$ cat src/rtl/fifo_wr_packer.sv
// Write-domain packer: gathers RATIO narrow beats into one wide FIFO entry and
// issues it through a one-entry output register. Option: FIFO_WR_PACKER_LAST_FLUSH_EN.
module fifo_wr_packer #(
    parameter int IN_BITS = 8,
    parameter int RATIO   = 4
) (
    input  logic                       write_clk,
    input  logic                       write_rst_n,
    input  logic                       s_valid,
    output logic                       s_ready,
    input  logic [IN_BITS-1:0]         s_data,
    input  logic                       s_last,
    output logic                       m_write_en,
    output logic [IN_BITS*RATIO-1:0]   m_write_data,
    input  logic                       m_write_full,
    output logic [15:0]                o_word_count
);

    localparam int OUT_BITS = IN_BITS * RATIO;
    localparam int CNT_BITS = $clog2(RATIO);
    localparam logic [CNT_BITS-1:0] LAST_LANE = CNT_BITS'(RATIO - 1);

    if (RATIO < 2 || (RATIO & (RATIO - 1)) != 0) begin : g_bad_ratio
        $fatal(1, "fifo_wr_packer: RATIO must be a power of two >= 2");
    end

    logic [CNT_BITS-1:0] cnt;
    logic [OUT_BITS-1:0] acc;
    logic [OUT_BITS-1:0] next_word;
    logic [OUT_BITS-1:0] out_data;
    logic                out_valid;
    logic [15:0]         word_count;
    logic                accept;
    logic                complete;

    assign m_write_en   = out_valid && !m_write_full;
    assign m_write_data = out_data;
    assign s_ready      = !out_valid || m_write_en;
    assign accept       = s_valid && s_ready;
    assign o_word_count = word_count;

`ifdef FIFO_WR_PACKER_LAST_FLUSH_EN
    assign complete = accept && (s_last || cnt == LAST_LANE);
`else
    logic s_last_unused;
    assign s_last_unused = s_last;
    assign complete = accept && (cnt == LAST_LANE);
`endif

    // Accumulator with the current beat merged into lane cnt.
    always_comb begin
        next_word = acc;
        for (int k = 0; k < RATIO; k++) begin
            if (CNT_BITS'(k) == cnt) begin
                next_word[k*IN_BITS +: IN_BITS] = s_data;
            end
`ifdef FIFO_WR_PACKER_LAST_FLUSH_EN
            else if (s_last && CNT_BITS'(k) > cnt) begin
                next_word[k*IN_BITS +: IN_BITS] = '0;
            end
`endif
        end
    end

    always_ff @(posedge write_clk or negedge write_rst_n) begin
        if (!write_rst_n) begin
            cnt        <= '0;
            acc        <= '0;
            out_data   <= '0;
            out_valid  <= 1'b0;
            word_count <= '0;
        end else begin
            if (accept) begin
                acc <= next_word;
                cnt <= complete ? '0 : cnt + 1'b1;
            end
            // A completing beat on a draining edge replaces the word in place.
            if (complete) begin
                out_data  <= next_word;
                out_valid <= 1'b1;
            end else if (m_write_en) begin
                out_valid <= 1'b0;
            end
            if (m_write_en) begin
                word_count <= word_count + 16'd1;
            end
        end
    end

endmodule

$ cat config.mk
export PLATFORM = sky130hd
export DESIGN_NAME = fifo_wr_packer
export DESIGN_NICKNAME = d
export VERILOG_FILES = /design/src/rtl/fifo_wr_packer.sv
export SDC_FILE = /design/constraint.sdc
export NUM_CORES = 1
export LEC_CHECK = 0
export ABC_AREA = 1
export ABC_CLOCK_PERIOD_IN_PS = 1500
export CORE_ASPECT_RATIO = 1.2
export CORE_UTILIZATION = 50
export CTS_CLUSTER_SIZE = 28
export DETAILED_ROUTE_END_ITERATION = 16
export PLACE_DENSITY = 0.83
export SKIP_LAST_GASP = 1
export SLEW_MARGIN = 0
export SYNTH_ARGS = -nofsm -noshare
export SYNTH_HDL_FRONTEND = slang
export SYNTH_SLANG_ARGS = --single-unit
export TNS_END_PERCENT = 1
$ cat constraint.sdc
create_clock -name write_clk -period 1.5 [get_ports write_clk]
set_input_delay 0.3 -clock write_clk [delete_from_list [all_inputs] [get_ports write_clk]]
set_output_delay 0.3 -clock write_clk [all_outputs]
set_load 0.01 [all_outputs]
==> flow_summary.yaml <==
power:
  power_density_nw_per_um2: 1767
  p_leak_nw: 2.212
  peakVddDrop_mv: 1.139
  p_total_mw: 7.829
routing:
  ant_nets: 0
  dr.pass1.iters: 4
  drc: 0
  vias: 2846
  drt_iter0_drc: 123
  avgViaCountPerCell: 4.993
  wl_um: 7429
  routedWlPerCell_um: 13.03
logic_synthesis:
  syn_avg_cell_area_um2: 8.315
  netlist_area_um2: 3376
  netlist.area_leader.share: 0.5560
  synthAdderAreaFrac: 0.01853
  ys_types: 23
  synth_top_family_by_area: "simple AND/OR/NAND/NOR gates"
  synth_compound_area_frac: 0.07561
  syn-num-nets: 424
  synth.mux.area_fraction: 0
  synth_top_area_cell: "dfrtp_1"
  yosysWarnings: 0
  synth_simple_gate_area_share: 0.2524
  synth.area.top_cells: "dfrtp_1 56%, nand2_1 19%, o21ai_0 6.1%"
  syn_inst: 406
  synth_xor_area_frac: 0.02595
  yosysSeqAreaShare: 0.5560
  ys_ff_latch: 75
grt:
  grt_usage: 0.2371
  grt_max_degree: 36
  antenna_found_initial: 0
  grt_pass1_vias: 2715
  grt_pass1_wl_um: 12740
  grt_overflow: 0
cells_and_area:
  area_delta_synth_final_pct: 31.28
  fin_cells: 570
  diodes: 0
  multiInputGateArea_um2: 1257
  postLayoutCellArea_um2: 4432
  final_core_util: 0.6833
  drive_above_1_share: 0.1072
  ff_latch_area_um2: 1882
  fin_nets: 502
  fillCellCount: 513
clocking:
  htree_levels: 3
  cts_max_path_buffers: 2
  cts_sinks: 75
  tritoncts: "yes"
  clk_pin_slew_ps: 70
  numCtsBuffers: 9
  insertion_delay_ps: 340
  cts-root-buf: "clkbuf_8"
setup_path:
  worstSetupPathType: "flop to primary output"
  end_kind: "primary output"
  worstPathRequired_ps: 1200
  path_cells: "clkdlybuf4s50_1"
  critPathTopFamily: "buffers and inverters"
  start_kind: "flop"
  critPathBufInv: 1
  critPathLaunch: "o_word_count[11]"
  crit_fanout: 5
  cpMaxStageDelayCell: "clkdlybuf4s50_1"
  timing.rr.start: "cnt[0]"
  arrival_ps: 1330
  slowest_delay_ps: 570
sta:
  report.final.slew_viol_count: 0
  fin_crit_sh: 1.087
  tns_ps: -2346
  skew_ps: 5.555
  maxSlewHeadroom: 0.7582
  hold-worst-slack_ps: 394.7
  rsz0062_at_grt: "true"
  finalCriticalPeriod_ps: 1630
  fmaxAchievable_mhz: 613.6
  setup_viol: 48
  worst_slack_ps: -129.8
  max_slew.worst_pin.slew_ps: 362.7
  hold_violations: 0
placement:
  placed_area_um2: 4247
  place_congestion: 0.8758
  post-dp-hpwl_um: 5459
  dpl.cell_count: 555
  io_buffers: 61
  preCtsSetupSlack_ps: -261.7
floorplanning:
  die_x_um: 77.01
  start_util: 0.5204
  fp.dieH_um: 92.01
  ios: 63
  die-area_um2: 7086
  core.rowCount: 32
  coreArea_um2: 6486
job:
  maxCapViolCount: 0
outcome:
  status: "complete, but fails checks"
  violations: "setup timing"
min_path:
  hp-class: "input pin to asynchronous set/reset pin"
-- Yosys cell counts --
library cell / count
a21oi_1: 1
nor3_1: 2
nor2_4: 3
nand4_1: 3
inv_2: 3
nand2_1: 167
ha_1: 5
clkbuf_1: 1
nor2_1: 13
dfrtp_1: 75
nand2_2: 4
inv_1: 41
nand3_1: 7
nand3_2: 1
o21ai_1: 9
o21ai_0: 41
buf_4: 1
nor2_2: 4
xnor2_1: 3
nand3b_1: 1
nand2_4: 1
xor2_1: 7
buf_2: 13
-- layout by cell type, fill, tap and decap left out, types with 5 or more instances in the layout --
| master | count |
|---|---|
| nand2_1 | 167 |
| dfrtp_1 | 71 |
| clkdlybuf4s50_1 | 57 |
| inv_1 | 41 |
| o21ai_0 | 41 |
| nor2_1 | 13 |
| buf_4 | 12 |
| clkbuf_8 | 11 |
| o21ai_1 | 9 |
| buf_12 | 8 |
| nand3_1 | 7 |
| xor2_1 | 7 |
| ha_1 | 5 |
-- state kept, by name, indices dropped and copies added (netlist names) --
| register | cells |
|---|---|
| acc | 24 |
| cnt | 2 |
| m_write_data | 32 |
| o_word_count | 16 |
| out_valid | 1 |
-- path summary, 6_finish.rpt --
kind | to | slack, ps | cells after the start
worst max-delay path | o_word_count[11] | -130 | 1
worst min-delay path | o_word_count[1] | 390 | 2
worst max register to register | m_write_data[3] | 110 | 6
worst min register to register | m_write_data[13] | 470 | 2
max in group asynchronous | acc[14] | 600 | 3
min in group write_clk | m_write_data[13] | 470 | 2
-- power breakdown --
group / internal [mW] / total (mW) / switching (mW)
Combinational: 1.61 / 3.30 / 1.69
Sequential: 2.82 / 3.22 / 0.408
Clock: 0.655 / 1.30 / 0.647
-- layout make-up --
cell class                      count  area share
Inverter                           44     0.03727
Sequential cell                    75      0.4246
Clock buffer                       12     0.03501
Tap cell                           85     0.02400
Multi-Input combinational cell    272      0.2837
Timing Repair Buffer               82      0.1954
-- routing by layer --
| metal | routed length [um] | global-route usage | up-vias |
|---|---|---|---|
| met5 | 0 | 0 | - |
| met4 | 211 | 0.1195 | 0 |
| met3 | 430 | 0.04577 | 20 |
| met2 | 3691 | 0.3951 | 97 |
| met1 | 3096 | 0.2940 | 1330 |
| li1 | - | - | 1399 |
-- cell families (layout without fill, tap and decap cells) --
kind of cell    after synthesis  in the layout
fa+ha+maj                     5              5
flops                        75             75
compound gates               51             51
xor+xnor                     10             10
simple gates                206            206
buf+inv                      59            138
-- what timing repair did --
action,CTS,global route
endpoints found under the hold margin,11,0
resized for setup,3,4
setup endpoints to repair,50,53
hold buffers,1,0
buffers inserted,1,1
Power figures use the tool's default switching activity.
